$ cat src/rtl/lane_gearbox_align_if.sv
// ---------------------------------------------------------------------------
// lane_gearbox_align_if
// Purpose : groups the fragment input, slip/restart controls and the aligned
//           word output of lane_gearbox_align into one bundle.
// Signals : I_din_valid / I_din      fragment strobe and serial-order fragment
//           I_bitslip                single-cycle manual slip request
//           I_align_restart          send the auto-align FSM back to SEARCH
//           O_dout / O_dout_valid    aligned word and its one-cycle strobe
//           O_locked                 automatic alignment locked
//           O_slip_cnt               slips applied, modulo OUT_W
// Modports: master drives the inputs (IO wrapper / bench side),
//           slave is the gearbox itself.
// ---------------------------------------------------------------------------
interface lane_gearbox_align_if #(
    parameter int IN_W  = 4,
    parameter int OUT_W = 10
);
    localparam int CNT_W = (OUT_W > 1) ? $clog2(OUT_W) : 1;

    logic              I_din_valid;
    logic [IN_W-1:0]   I_din;
    logic              I_bitslip;
    logic              I_align_restart;
    logic [OUT_W-1:0]  O_dout;
    logic              O_dout_valid;
    logic              O_locked;
    logic [CNT_W-1:0]  O_slip_cnt;

    modport master (
        output I_din_valid, I_din, I_bitslip, I_align_restart,
        input  O_dout, O_dout_valid, O_locked, O_slip_cnt
    );

    modport slave (
        input  I_din_valid, I_din, I_bitslip, I_align_restart,
        output O_dout, O_dout_valid, O_locked, O_slip_cnt
    );
endinterface

$ cat src/rtl/lane_gearbox_align.sv
// ---------------------------------------------------------------------------
// lane_gearbox_align
// Purpose : single-clock IN_W -> OUT_W gearbox with word alignment by bitslip.
//           Fragments from the IO primitive are appended to an accumulator in
//           serial order; one oldest bit can be discarded per slip; whenever
//           OUT_W bits are available the oldest OUT_W become the output word.
//           The word boundary is moved manually (ALIGN_MODE=0, I_bitslip) or
//           by a TMDS control-token search (ALIGN_MODE=1, needs OUT_W=10).
// Ports   : I_clk            fragment/word clock
//           I_rst_n          asynchronous active-low reset
//           bus (slave)      fragment input, slip/restart, word output,
//                            lock flag and slip counter
//           O_fsm_state      alignment FSM state, 0=SEARCH 1=CHECK 2=LOCKED
// Handshake: I_din_valid qualifies I_din for exactly one cycle and there is
//           no backpressure; O_dout_valid is a one-cycle strobe marking a new
//           O_dout, which otherwise holds its last value.
// ---------------------------------------------------------------------------
module lane_gearbox_align #(
    parameter int IN_W         = 4,
    parameter int OUT_W        = 10,
    parameter int MSB_FIRST    = 1,
    parameter int ALIGN_MODE   = 0,
    parameter int LOCK_TOKENS  = 8,
    parameter int SEARCH_WORDS = 2048,
    parameter int LOST_WORDS   = 4096
) (
    input  logic                  I_clk,
    input  logic                  I_rst_n,
    lane_gearbox_align_if.slave   bus,
    output logic [1:0]            O_fsm_state
);

    // ------------------------------------------------------------------
    // Derived sizes
    // ------------------------------------------------------------------
    localparam int BUF_W    = OUT_W + IN_W;
    localparam int FILL_W   = $clog2(BUF_W + 1);
    localparam int CNT_W    = (OUT_W > 1) ? $clog2(OUT_W) : 1;
    localparam int MAX_MISS = (SEARCH_WORDS > LOST_WORDS) ? SEARCH_WORDS : LOST_WORDS;
    localparam int MISS_W   = $clog2(MAX_MISS + 1);
    localparam int RUN_W    = $clog2(LOCK_TOKENS + 1);

    localparam logic [FILL_W-1:0] IN_W_F     = FILL_W'(IN_W);
    localparam logic [FILL_W-1:0] OUT_W_F    = FILL_W'(OUT_W);
    localparam logic [CNT_W-1:0]  CNT_MAX    = CNT_W'(OUT_W - 1);
    localparam logic [MISS_W-1:0] SEARCH_LIM = MISS_W'(SEARCH_WORDS - 1);
    localparam logic [MISS_W-1:0] LOST_LIM   = MISS_W'(LOST_WORDS);
    localparam logic [RUN_W-1:0]  LOCK_LIM   = RUN_W'(LOCK_TOKENS);

    // Alignment FSM encoding
    localparam logic [1:0] ST_SEARCH = 2'd0;
    localparam logic [1:0] ST_CHECK  = 2'd1;
    localparam logic [1:0] ST_LOCKED = 2'd2;

    // ------------------------------------------------------------------
    // State
    // ------------------------------------------------------------------
    // r_buf holds bits in serial order: r_buf[0] is the oldest bit. Bits at
    // positions >= r_fill are always zero so appends can simply OR in.
    logic [BUF_W-1:0]  r_buf;
    logic [FILL_W-1:0] r_fill;
    logic              r_slip_pend;
    logic [CNT_W-1:0]  r_slip_cnt;
    logic [OUT_W-1:0]  r_dout;
    logic              r_dout_valid;
    logic [1:0]        r_state;
    logic [MISS_W-1:0] r_miss;
    logic [RUN_W-1:0]  r_run;

    // ------------------------------------------------------------------
    // Combinational datapath
    // ------------------------------------------------------------------
    logic [BUF_W-1:0]  w_frag_ser;
    logic [BUF_W-1:0]  w_buf_a;
    logic [FILL_W-1:0] w_fill_a;
    logic              w_slip_do;
    logic [BUF_W-1:0]  w_buf_b;
    logic [FILL_W-1:0] w_fill_b;
    logic              w_emit;
    logic [OUT_W-1:0]  w_word_ser;
    logic [OUT_W-1:0]  w_word_out;
    logic [BUF_W-1:0]  w_buf_c;
    logic [FILL_W-1:0] w_fill_c;
    logic              w_slip_req;
    logic              w_slip_pend_n;

    // Fragment re-ordered so that bit 0 is the earliest received bit.
    always_comb begin
        w_frag_ser = '0;
        for (int i = 0; i < IN_W; i++) begin
            w_frag_ser[i] = (MSB_FIRST != 0) ? bus.I_din[IN_W-1-i] : bus.I_din[i];
        end
    end

    // Step 1: append behind the bits already held.
    always_comb begin
        w_buf_a  = r_buf;
        w_fill_a = r_fill;
        if (bus.I_din_valid) begin
            w_buf_a  = r_buf | (w_frag_ser << r_fill);
            w_fill_a = r_fill + IN_W_F;
        end
    end

    // Step 2: a pending slip drops the oldest bit, but only once a bit exists.
    assign w_slip_do = r_slip_pend && (w_fill_a != '0);

    always_comb begin
        w_buf_b  = w_buf_a;
        w_fill_b = w_fill_a;
        if (w_slip_do) begin
            w_buf_b  = w_buf_a >> 1;
            w_fill_b = w_fill_a - FILL_W'(1);
        end
    end

    // Step 3: emit the oldest OUT_W bits when enough are held. r_fill never
    // exceeds OUT_W-1 after a cycle, so at most one word per cycle is ready.
    assign w_emit     = (w_fill_b >= OUT_W_F);
    assign w_word_ser = w_buf_b[OUT_W-1:0];

    always_comb begin
        w_buf_c  = w_buf_b;
        w_fill_c = w_fill_b;
        if (w_emit) begin
            w_buf_c  = w_buf_b >> OUT_W;
            w_fill_c = w_fill_b - OUT_W_F;
        end
    end

    // Serial word mapped onto the output bit order.
    always_comb begin
        w_word_out = '0;
        for (int k = 0; k < OUT_W; k++) begin
            if (MSB_FIRST != 0) begin
                w_word_out[OUT_W-1-k] = w_word_ser[k];
            end else begin
                w_word_out[k] = w_word_ser[k];
            end
        end
    end

    // ------------------------------------------------------------------
    // Token detection on the registered word
    // ------------------------------------------------------------------
    // Tokens are defined with the earliest bit as MSB, so an LSB-first word
    // is reversed before comparison.
    logic [OUT_W-1:0] w_dout_msb;
    logic [9:0]       w_tok_src;
    logic             w_is_tok;

    always_comb begin
        w_dout_msb = '0;
        for (int k = 0; k < OUT_W; k++) begin
            if (MSB_FIRST != 0) begin
                w_dout_msb[k] = r_dout[k];
            end else begin
                w_dout_msb[k] = r_dout[OUT_W-1-k];
            end
        end
    end

    assign w_tok_src = 10'(w_dout_msb);
    assign w_is_tok  = (w_tok_src == 10'h354) || (w_tok_src == 10'h0AB) ||
                       (w_tok_src == 10'h154) || (w_tok_src == 10'h2AB);

    // ------------------------------------------------------------------
    // Alignment FSM, evaluated on cycles where O_dout_valid is high
    // ------------------------------------------------------------------
    logic [1:0]        w_state_n;
    logic [MISS_W-1:0] w_miss_n;
    logic [RUN_W-1:0]  w_run_n;
    logic              w_auto_slip;
    logic [MISS_W-1:0] w_miss_inc;
    logic [RUN_W-1:0]  w_run_inc;

    assign w_miss_inc = r_miss + MISS_W'(1);
    assign w_run_inc  = r_run + RUN_W'(1);

    always_comb begin
        w_state_n   = r_state;
        w_miss_n    = r_miss;
        w_run_n     = r_run;
        w_auto_slip = 1'b0;
        if (ALIGN_MODE != 0) begin
            if (bus.I_align_restart) begin
                w_state_n = ST_SEARCH;
                w_miss_n  = '0;
                w_run_n   = '0;
            end else if (r_dout_valid) begin
                case (r_state)
                    ST_SEARCH: begin
                        if (w_is_tok) begin
                            w_state_n = ST_CHECK;
                            w_run_n   = RUN_W'(1);
                            w_miss_n  = '0;
                        end else if (!r_slip_pend) begin
                            // Words still carrying the old boundary while a
                            // slip waits are not counted against the new one.
                            if (w_miss_inc == SEARCH_LIM) begin
                                w_auto_slip = 1'b1;
                                w_miss_n    = '0;
                            end else begin
                                w_miss_n = w_miss_inc;
                            end
                        end
                    end
                    ST_CHECK: begin
                        if (w_is_tok) begin
                            w_run_n = w_run_inc;
                            if (w_run_inc == LOCK_LIM) begin
                                w_state_n = ST_LOCKED;
                                w_miss_n  = '0;
                            end
                        end else begin
                            // Data periods are legal, so fall back without a slip.
                            w_state_n = ST_SEARCH;
                            w_run_n   = '0;
                        end
                    end
                    ST_LOCKED: begin
                        if (w_is_tok) begin
                            w_miss_n = '0;
                        end else if (w_miss_inc == LOST_LIM) begin
                            w_state_n = ST_SEARCH;
                            w_miss_n  = '0;
                            w_run_n   = '0;
                        end else begin
                            w_miss_n = w_miss_inc;
                        end
                    end
                    default: begin
                        w_state_n = ST_SEARCH;
                        w_miss_n  = '0;
                        w_run_n   = '0;
                    end
                endcase
            end
        end
    end

    // A request arriving while a slip is already pending is dropped.
    assign w_slip_req    = (ALIGN_MODE != 0) ? w_auto_slip : bus.I_bitslip;
    assign w_slip_pend_n = r_slip_pend ? !w_slip_do : w_slip_req;

    // ------------------------------------------------------------------
    // Registers
    // ------------------------------------------------------------------
    always_ff @(posedge I_clk or negedge I_rst_n) begin
        if (!I_rst_n) begin
            r_buf        <= '0;
            r_fill       <= '0;
            r_slip_pend  <= 1'b0;
            r_slip_cnt   <= '0;
            r_dout       <= '0;
            r_dout_valid <= 1'b0;
            r_state      <= ST_SEARCH;
            r_miss       <= '0;
            r_run        <= '0;
        end else begin
            r_buf        <= w_buf_c;
            r_fill       <= w_fill_c;
            r_slip_pend  <= w_slip_pend_n;
            if (w_slip_do) begin
                r_slip_cnt <= (r_slip_cnt == CNT_MAX) ? '0 : r_slip_cnt + CNT_W'(1);
            end
            r_dout_valid <= w_emit;
            if (w_emit) begin
                r_dout <= w_word_out;
            end
            r_state      <= w_state_n;
            r_miss       <= w_miss_n;
            r_run        <= w_run_n;
        end
    end

    // ------------------------------------------------------------------
    // Outputs
    // ------------------------------------------------------------------
    assign bus.O_dout       = r_dout;
    assign bus.O_dout_valid = r_dout_valid;
    assign bus.O_locked     = (ALIGN_MODE != 0) && (r_state == ST_LOCKED);
    assign bus.O_slip_cnt   = r_slip_cnt;
    assign O_fsm_state      = r_state;

endmodule

$ cat src/flat_wrapper.sv
// flat-port wrapper written by rule: the top's interface ports become plain ports
module lane_gearbox_align_flat 
#(
    parameter int IN_W         = 4,
    parameter int OUT_W        = 10,
    parameter int MSB_FIRST    = 1,
    parameter int ALIGN_MODE   = 0,
    parameter int LOCK_TOKENS  = 8,
    parameter int SEARCH_WORDS = 2048,
    parameter int LOST_WORDS   = 4096
)
  (I_clk, I_rst_n, O_fsm_state, bus_I_din_valid, bus_I_din, bus_I_bitslip, bus_I_align_restart, bus_O_dout, bus_O_dout_valid, bus_O_locked, bus_O_slip_cnt);
  lane_gearbox_align_if #(.IN_W(IN_W), .OUT_W(OUT_W)) bus_i ();
  input  logic I_clk;
  input  logic I_rst_n;
  output logic [1:0] O_fsm_state;
  input wire logic [$bits(bus_i.I_din_valid)-1:0] bus_I_din_valid;
  input wire logic [$bits(bus_i.I_din)-1:0] bus_I_din;
  input wire logic [$bits(bus_i.I_bitslip)-1:0] bus_I_bitslip;
  input wire logic [$bits(bus_i.I_align_restart)-1:0] bus_I_align_restart;
  output wire logic [$bits(bus_i.O_dout)-1:0] bus_O_dout;
  output wire logic [$bits(bus_i.O_dout_valid)-1:0] bus_O_dout_valid;
  output wire logic [$bits(bus_i.O_locked)-1:0] bus_O_locked;
  output wire logic [$bits(bus_i.O_slip_cnt)-1:0] bus_O_slip_cnt;
  assign bus_i.I_din_valid = bus_I_din_valid;
  assign bus_i.I_din = bus_I_din;
  assign bus_i.I_bitslip = bus_I_bitslip;
  assign bus_i.I_align_restart = bus_I_align_restart;
  assign bus_O_dout = bus_i.O_dout;
  assign bus_O_dout_valid = bus_i.O_dout_valid;
  assign bus_O_locked = bus_i.O_locked;
  assign bus_O_slip_cnt = bus_i.O_slip_cnt;
  lane_gearbox_align #(.IN_W(IN_W), .OUT_W(OUT_W), .MSB_FIRST(MSB_FIRST), .ALIGN_MODE(ALIGN_MODE), .LOCK_TOKENS(LOCK_TOKENS), .SEARCH_WORDS(SEARCH_WORDS), .LOST_WORDS(LOST_WORDS)) u_core (.I_clk(I_clk), .I_rst_n(I_rst_n), .bus(bus_i), .O_fsm_state(O_fsm_state));
endmodule
$ cat config.mk
export PLATFORM = sky130hd
export DESIGN_NAME = lane_gearbox_align_flat
export DESIGN_NICKNAME = d
export VERILOG_FILES = /design/src/rtl/lane_gearbox_align_if.sv /design/src/rtl/lane_gearbox_align.sv /design/src/flat_wrapper.sv
export SDC_FILE = /design/constraint.sdc
export NUM_CORES = 1
export LEC_CHECK = 0
export CAP_MARGIN = 10
export CORE_MARGIN = 3
export CORE_UTILIZATION = 25
export CTS_CLUSTER_DIAMETER = 200
export DETAILED_ROUTE_END_ITERATION = 8
export PLACE_DENSITY = 0.4
export SYNTH_ARGS = -nofsm -noshare
export SYNTH_HDL_FRONTEND = slang
export SYNTH_SLANG_ARGS = --single-unit
export TNS_END_PERCENT = 1
$ cat constraint.sdc
create_clock -name I_clk -period 5.5 [get_ports I_clk]
set_input_delay 1.1 -clock I_clk [delete_from_list [all_inputs] [get_ports I_clk]]
set_output_delay 1.1 -clock I_clk [all_outputs]
set_load 0.05 [all_outputs]
== Word level (Yosys, flattened, before mapping) ==
Cells that the tools add are included.
W data, S select, Z words.
Word-level totals
  flip-flop bits (word level): 34
  input bits: 9
  output and inout port bits: 18
  logic and storage cells: 25
Operators by class
  add/subtract/negate cells: 4
  magnitude comparators: 1
  eq/ne operators: 1
  shift operators: 1
  muxes and demuxes: 8
  bitwise gates (word level): 1
  reductions and logical operators: 3
Operator list (number)
  $mux W14: 3
  $mux W4: 4
  $or A14 B14 Y14: 1
  $shl A4 B4 Y14: 1
  $add A4 B1 Y4 const B: 1
  $add A4 B3 Y4 const B: 1
  $eq A4 B4 Y1 const B: 1
  $ge A4 B4 Y1 const B: 1
  $reduce_bool A4 Y1: 1
  $sub A4 B1 Y4 const B: 1
  $sub A4 B4 Y4 const B: 1
  $logic_and A1 B1 Y1: 1
  $logic_not A1 Y1: 1
  $mux W1: 1

== Logic depth before layout (Yosys ltp) ==
  depth after elaboration: 7
  gate-level depth with buffers: 10

== Worst setup path after synthesis ==
No wires, ideal clock.
  path kind: input -> register
  start point: input port bus_I_din_valid
  end point: register u_core.r_buf[0]
  library setup time: 0.127 ns
  data arrival time: 2.676 ns
  required time: 5.373 ns
  path slack: 2.696 ns
  stages: 6
  path through: or2_1 > a211o_1 > a221o_2 > o31ai_4 > buf_8 > mux2_1
On the way
  longest elaborated chain between the ends: 6
  elaborated cells on any way between the ends: 9
  classes of those cells: 1 x add/sub; 1 x order compare; 5 x mux; 2 x reduce/logical
Ends and longest elaborated chain
  from (decl): RTL line flat_wrapper.sv:17  | input wire logic [$bits(bus_i.I_din_valid)-1:0] bus_I_din_valid;
  branches (longest 5 deep; another with $sub A4 B1 Y4)
  $mux W14 (*): RTL line lane_gearbox_align.sv:125  | if (w_emit) begin
  via u_core.w_buf_c[0]: RTL line lane_gearbox_align.sv:82  | logic [BUF_W-1:0] w_buf_c;
  to (signal assigned): RTL line lane_gearbox_align.sv:261  | r_buf <= w_buf_c;
  to (decl): RTL line lane_gearbox_align.sv:60  | logic [BUF_W-1:0] r_buf;
Mark *: on every way through the listed nets, which the timed path passes.
A chain may end at the register's enable or synchronous reset.

== Worst setup path in the final report ==
  start point: input port bus_I_din_valid
  end point: register u_core.r_dout[0], in the netlist u_core.bus.O_dout[0]
On the way
  longest elaborated chain between the ends: 5
  elaborated cells on any way between the ends: 8
  classes of those cells: 1 x add/sub; 1 x order compare; 4 x mux; 2 x reduce/logical
Ends and longest elaborated chain
  branches (longest 5 deep; another with $sub A4 B1 Y4)
  to (signal assigned): RTL line lane_gearbox_align.sv:269  | r_dout <= w_word_out;
  to (decl): RTL line lane_gearbox_align.sv:64  | logic [OUT_W-1:0] r_dout;
Several ways; the timed one is not identified.

==> flow_summary.json <==
{
  "ys.flop_type": "dfrtp_1",
  "cts_root_buffer": "clkbuf_8",
  "pre_cts_ws_ns": 1.41,
  "syn_to_final_growth_pct": 19.5,
  "clock_path_buffers": 2,
  "crit_end": "u_core.bus.O_dout[0]",
  "met3_usage_pct": 3.35,
  "synth_cell_types": 46,
  "syn_inst": 193,
  "postCtsSetupRepairBufs": 0,
  "wirelength_um": 4620,
  "grt_max_degree": 35,
  "tightest_slew_ns": 0.842,
  "nets": 227,
  "yosysTopAreaCell": "dfrtp_1",
  "die_h_um": 94.6,
  "wl_per_cell_um": 14.6,
  "boundaryPins": 27,
  "slew_headroom_pct": 43.9,
  "reg2reg_slack_ns": 2.56,
  "fin_ws_ns": 1.74,
  "port_buffers": 22,
  "antenna_found_initial": 0,
  "h-tree-depth": 2,
  "worstPathArrival_ns": 3.98,
  "critPathMaxFanout": 17,
  "dp_hpwl_um": 3180,
  "rsz0062_at_grt": "no",
  "yosysTopAreaCellShare_pct": 43.3,
  "tns_ns": 0,
  "slowest_delay_ns": 0.80,
  "post-route-util_pct": 31.5,
  "yosys_warnings": 0,
  "coreArea_um2": 7450,
  "placementRows": 31,
  "critical_path_class": "input pin to register",
  "ys_top_cells_by_area": "dfrtp_1, mux2_2, mux2i_1",
  "timing.rr.start": "u_core.r_fill[0]",
  "ctsHoldBuffers": 0,
  "drive_gt1_share_pct": 16.1,
  "dp_cells": 308,
  "startpoint": "bus_I_din_valid",
  "synthArstFlopShare_pct": 100,
  "cap_viol_max_count": 0,
  "crit_path_end_kind": "register",
  "syn-cell-area_um2": 1960,
  "slew_violations": 0,
  "synth_seq_cells": 34,
  "avgSynthCellArea_um2": 10.2,
  "synth_edf_count": 0,
  "cts_inserted_buffers": 5,
  "via_count": 1421,
  "skew_ns": 0.00535,
  "cp_data_required_time_ns": 5.72,
  "hold_viol": 0,
  "dieArea_um2": 8960,
  "routed_via_density": 4.50,
  "n_fill_cell": 793,
  "synth_seq_area_share_pct": 43.3,
  "post-route-period-util_pct": 68.4,
  "status": "finished, final reports clean",
  "finalNonFillerCells": 316,
  "max_freq_mhz": 266,
  "n_antenna_cell": 0,
  "busiest_layer": "met1",
  "grt_pass1_wl_um": 7760,
  "fin_crit_ns": 3.76,
  "clkTransAtPathRegs_ns": 0.07,
  "die_x_um": 94.6,
  "grt-ovfl-total": 0,
  "setup-violations-final": 0,
  "place_congestion": 0.721,
  "reg2regPathDepth": 7,
  "cts_num_sinks": 34,
  "drt-pass1-iter-count": 4,
  "reg2reg_to": "u_core.bus.O_dout[0]",
  "cp-start-kind": "input pin",
  "use_met1_pct": 16.4,
  "crit_path_top_delay_cell": "o31ai_4",
  "grtUsageMet2_pct": 16.1,
  "start_util_pct": 26.4,
  "antenna_left": 0,
  "grt_pass1_vias": 1466,
  "holdCritPathClass": "register to register",
  "post_cts_resized": 0,
  "tritoncts": "built",
  "drt_iter0_markers": 54,
  "route.detailed.drc": 0,
  "path_cells": "clkdlybuf4s50_1 > or2_1 > o311a_2 > o31ai_4 > buf_4 > mux2i_1",
  "grt_usage_pct": 11.2,
  "clk_latency_ns": 0.29
}
[cells by family (layout without fill, tap and decap cells)]
group | after synthesis | in the layout | synth area share [%]
fa+ha+maj | 2 | 2 | 1.27
buf+inv | 22 | 44 | 6.50
other cells | 1 | 3 | 0.191
compound gates | 44 | 44 | 16.0
xor+xnor | 5 | 5 | 2.61
simple gates | 57 | 57 | 14.8
flops | 34 | 34 | 43.3
mux | 28 | 28 | 15.3
[area by class of cell]
type                       count  area, um2  area share (%)
multi-input combinational    139        993            42.3
sequential                    34        851            36.2
timing repair buffer          26        250            10.7
tap                           99        124            5.28
clock buffer                   7       86.3            3.68
inverter                      10       37.5            1.60
clock inverter                 1       5.00           0.213
[synthesized netlist by cell type (2+ instances only)]
cell type	number
a21o_1	4
a21oi_1	13
a31oi_1	2
and3b_1	2
buf_2	3
buf_4	4
buf_6	2
dfrtp_1	34
ha_1	2
inv_1	10
mux2_1	2
mux2_2	14
mux2i_1	12
nand2_1	12
nand2b_1	4
nand3_1	3
nand4_1	3
nor2_1	14
nor2b_1	10
nor3_1	3
nor3b_1	2
o21ai_0	8
o22ai_1	2
o31ai_1	2
or2_2	2
xnor2_1	4
[placed cells by master (no fill, tap or decap), types with 2 or more instances in the layout]
cell and count:
mux2i_1 12, a21oi_1 13, ha_1 2, o21ai_0 8, clkdlybuf4s50_1 22, nand4_1 3, nand3_1 3, nor3b_1 2
a21o_1 4, a31oi_1 2, or2_2 2, nor2b_1 10, nand2_1 12, o22ai_1 2, conb_1 3, xnor2_1 4
o31ai_1 2, dfrtp_1 34, nor2_1 14, clkbuf_8 6, nor3_1 3, inv_1 10, mux2_2 14, mux2_1 2
nand2b_1 4, and3b_1 2, buf_4 4
[layer usage]
layer  share of wire [%]  wire [um]
met4                 1.0         48
met3                 3.8        177
met1                  52       2410
met2                  43       1980
met5                   0          0
[flip-flops by register name, summed over array words and instances (netlist names)]
signal and flops:
u_core.r_slip_pend 1, u_core.bus.O_slip_cnt 4, u_core.r_fill 4, u_core.bus.O_dout_valid 1, u_core.bus.O_dout 10, u_core.r_buf 14
[worst min-delay path by stage]
stage | start | to | depth (start not counted)
detailed placement | u_core.bus.O_dout[5] | u_core.bus.O_dout[5] | 1
finish | u_core.bus.O_dout[2] | u_core.bus.O_dout[2] | 1
floorplan | u_core.r_buf[13] | u_core.r_buf[13] | 2
global route | u_core.bus.O_dout[8] | u_core.bus.O_dout[8] | 1
CTS | u_core.bus.O_dout[2] | u_core.bus.O_dout[2] | 1
global placement | u_core.bus.O_dout[9] | u_core.bus.O_dout[9] | 1
[worst max-delay path, delay by kind of cell]
kind | cells | cell delay [ns]
AO/OA/AOI/OAI | 2 | 1.31
buffers and inverters | 2 | 0.97
AND/OR/NAND/NOR | 1 | 0.40
multiplexers | 1 | 0.19
[through the flow]
stage / hold slack [ns] / area, um2
3_3_place_gp: 0.494 / 2260
3_5_place_dp: 0.499 / 2260
4_1_cts: 0.513 / 2350
2_1_floorplan: 0.525 / 1970
5_1_grt: 0.536 / 2350
6_report: 0.506 / 2350
Power is not shown: default switching activity piles up to over one toggle a cycle in this logic, so the estimate is an artifact.
